<file path="config.mk">
export PLATFORM = sky130hd
export DESIGN_NAME = mem_port_b_arbiter
export DESIGN_NICKNAME = d
export VERILOG_FILES = /design/src/rtl/mem_port_b_arbiter.sv
export SDC_FILE = /design/constraint.sdc
export NUM_CORES = 1
export LEC_CHECK = 0
export CELL_PAD_IN_SITES_DETAIL_PLACEMENT = 0
export CELL_PAD_IN_SITES_GLOBAL_PLACEMENT = 2
export CORE_MARGIN = 4
export CORE_UTILIZATION = 36
export CTS_CLUSTER_SIZE = 40
export DETAILED_ROUTE_END_ITERATION = 10
export DONT_BUFFER_PORTS = 1
export PLACE_DENSITY = 0.87
export SLEW_MARGIN = 10
export SYNTH_ARGS = -nofsm -noshare
export SYNTH_HDL_FRONTEND = slang
export SYNTH_SLANG_ARGS = --single-unit
</file>
<file path="constraint.sdc">
create_clock -name clk -period 4.8 [get_ports clk]
set_input_delay 0.96 -clock clk [delete_from_list [all_inputs] [get_ports clk]]
set_output_delay 0.96 -clock clk [all_outputs]
set_load 0.005 [all_outputs]
</file>
<file path="src/rtl/mem_port_b_arbiter.sv">
// Arbiter for the memory stage's read-only port B: display has priority, debug is protected by a
// starvation guard, and returns are routed back to their owner through an in-order tag pipeline.
module mem_port_b_arbiter #(
  parameter int ADDR_W       = 17,
  parameter int DATA_W       = 24,
  parameter int READ_LATENCY = 2,
  parameter int SIN_BASE     = 90000,
  parameter int RAM_BASE     = 90300,
  parameter int STARVE_LIMIT = 15
) (
  input  logic              clk,
  input  logic              rst,
  input  logic              disp_req,
  input  logic [ADDR_W-1:0] disp_addr,
  output logic              disp_gnt,
  output logic              disp_valid,
  output logic [DATA_W-1:0] disp_data,
  input  logic              dbg_req,
  input  logic [ADDR_W-1:0] dbg_addr,
  output logic              dbg_gnt,
  output logic              dbg_valid,
  output logic [DATA_W-1:0] dbg_data,
  output logic              dbg_err,
  output logic [ADDR_W-1:0] address_b,
  input  logic [DATA_W-1:0] read_data_b,
  output logic [1:0]        inflight
);

  localparam int DEPTH = READ_LATENCY + 1;
  localparam logic [ADDR_W-1:0] SIN_LO = ADDR_W'(SIN_BASE);
  localparam logic [ADDR_W-1:0] SIN_HI = ADDR_W'(RAM_BASE);
  localparam logic [7:0]        LIMIT  = 8'(STARVE_LIMIT);

  // owner: 0 = display, 1 = debug
  typedef struct packed {
    logic valid;
    logic owner;
    logic sin_hit;
  } tag_t;

  tag_t        tags [DEPTH];
  tag_t        ret_tag;
  logic [7:0]  streak;
  logic        accept;
  logic        sin_hit;

  // NOTE: every output of a combinational block gets a default first, otherwise a latch is inferred.
  // Grants are gated by rst so they drop the instant reset asserts, not at the next edge.
  always_comb begin
    disp_gnt  = 1'b0;
    dbg_gnt   = 1'b0;
    address_b = '0;
    if (!rst) begin
      if (disp_req && !(dbg_req && streak == LIMIT)) disp_gnt = 1'b1;
      else if (dbg_req)                              dbg_gnt  = 1'b1;
    end
    if (disp_gnt)     address_b = disp_addr;
    else if (dbg_gnt) address_b = dbg_addr;
  end

  assign accept  = disp_gnt | dbg_gnt;
  assign sin_hit = (address_b >= SIN_LO) && (address_b < SIN_HI);
  assign ret_tag = tags[READ_LATENCY-1];

  // NOTE: sequential state uses non-blocking assignments so all registers see pre-edge values.
  always_ff @(posedge clk or posedge rst) begin
    if (rst) begin
      streak <= '0;
    end else if (disp_gnt && dbg_req) begin
      if (streak != LIMIT) streak <= streak + 8'd1;
    end else begin
      streak <= '0;
    end
  end

  // NOTE: the tag pipeline is reset, unlike a data RAM, because its valid bits drive output pulses.
  always_ff @(posedge clk or posedge rst) begin
    if (rst) begin
      for (int i = 0; i < DEPTH; i++) tags[i] <= '0;
    end else begin
      tags[0] <= '{valid: accept, owner: dbg_gnt, sin_hit: sin_hit};
      for (int i = 1; i < DEPTH; i++) tags[i] <= tags[i-1];
    end
  end

  // read_data_b holds the word for the tag now in stage READ_LATENCY-1; capture it for the owner.
  always_ff @(posedge clk or posedge rst) begin
    if (rst) begin
      disp_valid <= 1'b0;
      disp_data  <= '0;
      dbg_valid  <= 1'b0;
      dbg_data   <= '0;
      dbg_err    <= 1'b0;
    end else begin
      disp_valid <= ret_tag.valid && !ret_tag.owner;
      dbg_valid  <= ret_tag.valid && ret_tag.owner;
      if (ret_tag.valid && !ret_tag.owner)
        disp_data <= ret_tag.sin_hit ? '0 : read_data_b;
      if (ret_tag.valid && ret_tag.owner) begin
        dbg_data <= ret_tag.sin_hit ? '0 : read_data_b;
        dbg_err  <= ret_tag.sin_hit;
      end
    end
  end

  // Tracks the popcount of tag valid bits: in at stage 0, out past the last stage.
  always_ff @(posedge clk or posedge rst) begin
    if (rst) begin
      inflight <= '0;
    end else begin
      case ({accept, tags[DEPTH-1].valid})
        2'b10:   inflight <= inflight + 2'd1;
        2'b01:   inflight <= inflight - 2'd1;
        default: inflight <= inflight;
      endcase
    end
  end

endmodule

</file>
==> results by group <==
Power
  – Pwr per Cell Area: 437.7 nW/um^2
  – Seq pwr share: 52.7%
  – Sw frac: 26.99%
  – Leak: 1.493 nW
  – Sw Pwr: 0.3769 mW
  – Internal power: 1.020 mW
  – Clock share of power: 37.9%
  – Max rail drop VDD: 0.1285 mV
  – Combinational share of power: 9.3%

Timing
  – Fin Setup TNS: 0 ns
  – Fin. Hold Viols: 0
  – Rel. slew slack: 42.53%
  – Pins over their slew limit: 0
  – Least-Margin Pin Slew: 0.8620 ns
  – Tcrit/Tclk final: 71.64%
  – Min Tclk post-route: 3.439 ns
  – RSZ-0062 raised after global routing: false
  – Worst hold margin: 0.3522 ns
  – Max frequency: 290.8 MHz
  – Worst Skew: 0.008328 ns
  – # setup viols final: 0

Floorplan
  – Chip height: 97.43 um
  – Core box area: 7767 sq um
  – Die area: 9492 sq um
  – Die width: 97.43 um
  – Row count: 32
  – IO Pins: 134
  – Initial cell density of the core: 37.07%

Global route
  – Vias in the first global route: 2119
  – Met2 Usage GRT: 23.41%
  – First-pass GRT wire length: 11.16 mm
  – Top Usage Layer GRT: met2
  – Largest net degree at the start of global routing: 70
  – Gr ovfl total: 0
  – Tot GR Track Use: 14.85%
  – Initial antenna violation count: 0
  – Met3 usage: 4.451%
  – Routing usage on met1: 18.28%

Critical path
  – CP Capture Type: output pin
  – Worst EP required: 3.84 ns
  – Max FO, Critical Path: 13
  – CP Class: input pin to output pin
  – Startpoint types: input pin
  – Depth of the most critical reg-to-reg path: 6
  – Worst EP arrival: 2.48 ns

Final layout
  – Leading cell types in the layout, fill and taps excluded: dfrtp_1, nand2_1, o21ai_0
  – Share of cells above drive strength 1: 9.541%
  – Fill cells: 775
  – Finished Core Util: 41.08%
  – Post-layout nets: 342
  – Most common cell after layout, fill and taps aside: dfrtp_1
  – Seq. cell area: 1702 sq um
  – Multi-input gate area: 1074 sq um
  – Synth-to-layout area growth: 10.82%
  – Number of antenna diodes: 0

Logic synthesis
  – Post-Syn Area per Cell: 10.28 sq um
  – EDFF count, synth: 0
  – #FFs+latches synth: 68
  – Cell area after synthesis: 2879 sq um
  – Synth cell types: 34
  – Sequential area share after synthesis: 59.10%
  – Net count of the mapped netlist: 344
  – FFs w/ async S/R, synth: 100.0%
  – Number of cells produced by synthesis: 280
  – Top FF cell, synth: dfrtp_1
  – Ys Warns: 0

Clock network
  – Clk sinks: 68
  – Max Root-Sink Buffers: 2
  – CTS Hold Bufs: 0
  – Worst skew pair latency: 0.34 ns
  – CTS tree: yes
  – Clock Tree Root: clkbuf_8
  – PostCTS Resize Cnt: 0
  – Post-CTS Setup Bufs: 0
  – Clk pin slew, worst setup/hold paths: 0.07 ns
  – H-tree Lvls: 3
  – Num CTS Buffers: 9

Routing
  – WL final: 6.801 mm
  – Vias per cell: 5.255
  – DR DRC count: 0
  – Starting DRT DRC Count: 84
  – Pre-antenna DRT Iters: 4
  – Remaining antenna violation count: 0
  – Vias: 2023
  – Routed len/inst: 17.66 um

Place
  – Dpl hpwl: 4.734 mm
  – Final Wtd Congestion: 0.7569
  – PortBufs: 0

Run
  – Max Cap Viol: 0

Run status
  – Status: complete, no violations

Min path
  – Worst min path class: register to register
  – Cells on Worst Hold Path: 0
-- power by group through the flow --
stage / logic [mW] / registers [mW] / clock network, mW
detailed placement: 0.134 / 0.751 / 0
global placement: 0.127 / 0.749 / 0
floorplan: 0.110 / 0.725 / 0
CTS: 0.134 / 0.741 / 0.550
finish: 0.130 / 0.736 / 0.530
global route: 0.157 / 0.749 / 0.576
-- Yosys cell counts (2+ instances only) --
library cell   n  area, sq um
buf_1          2        7.510
xnor2_1        5        43.79
xor2_1         4        35.03
inv_1          7        26.28
nor2_1        10        37.54
nand3_1        2        10.01
ha_1           2        25.02
clkbuf_1      13        48.80
or2_2          2        12.51
nand2b_1      26        162.7
nand2_1       54        202.7
nand4b_1       2        17.52
o21ai_0       50        250.2
buf_2          2        10.01
dfrtp_1       68         1702
a22o_1         4        35.03
and3_1         2        12.51
a32o_1         9        90.09
-- path summary, 6_finish.rpt --
| path | from | to | slack, ns |
|---|---|---|---|
| max | dbg_req | address_b[14] | 1.36 |
| min | tags[6]$_DFF_PP0_ | ret_tag[0]$_DFF_PP0_ | 0.35 |
| max reg2reg | streak[5]$_DFFE_PP0P_ | tags[6]$_DFF_PP0_ | 1.90 |
| min reg2reg | tags[6]$_DFF_PP0_ | ret_tag[0]$_DFF_PP0_ | 0.35 |
| max in group asynchronous | rst | dbg_data[4]$_DFFE_PP0P_ | 3.46 |
| min in group asynchronous | rst | streak[6]$_DFFE_PP0P_ | 0.76 |
-- through the flow --
| step | power (mW) | instances | cell area [sq um] | worst slack, ns |
|---|---|---|---|---|
| final | 1.397 | 385 | 3191 | 1.361 |
| after global routing | 1.481 | 385 | 3191 | 1.245 |
| after CTS | 1.425 | 385 | 3191 | 1.366 |
| after detailed placement | 0.8854 | 369 | 2967 | 1.386 |
| after global placement | 0.8763 | 369 | 2967 | 1.423 |
| after floorplan | 0.8353 | 280 | 2879 | 0.5921 |
-- routing by layer --
| metal | part of all wire, % | vias up | wire (um) |
|---|---|---|---|
| met5 | 0 | - | 0 |
| met4 | 2.6 | 0 | 177 |
| met3 | 9.0 | 13 | 609 |
| met2 | 47 | 105 | 3203 |
| met1 | 41 | 951 | 2810 |
| li1 | - | 954 | - |
-- logic make-up (layout without fill, tap and decap cells) --
family	after synthesis	count (layout)	synth area share, %
and+or+nand+nor	103	103	17.04
AOI/OAI and AO/OA	72	72	16.25
DFF	68	68	59.10
buffers and inverters	25	28	3.607
xor gates and xnor gates	9	9	2.738
adders and majority gates	2	2	0.8690
muxes	1	1	0.3911
-- critical path, cell delays in order --
cell and delay [ns]:
or4b_1 0.45, o21ai_0 0.21, buf_4 0.22, and2_1 0.36, a22oi_1 0.17, inv_1 0.11
-- flip-flops by register name (all words and copies together) (netlist names) --
register,cells
streak,8
tags,4
disp_valid,1
dbg_valid,1
dbg_err,1
ret_tag,3
disp_data,24
inflight,2
dbg_data,24
-- layout make-up --
| type | count | share of cell area, % |
|---|---|---|
| clock buffers | 10 | 4.314 |
| repair buffers | 5 | 1.176 |
| flip-flops and latches | 68 | 53.33 |
| well taps | 102 | 4.000 |
| multi-input cells | 187 | 33.65 |
| inverters | 7 | 0.8235 |
| clock inverters | 6 | 2.706 |
Power figures use the tool's default switching activity.
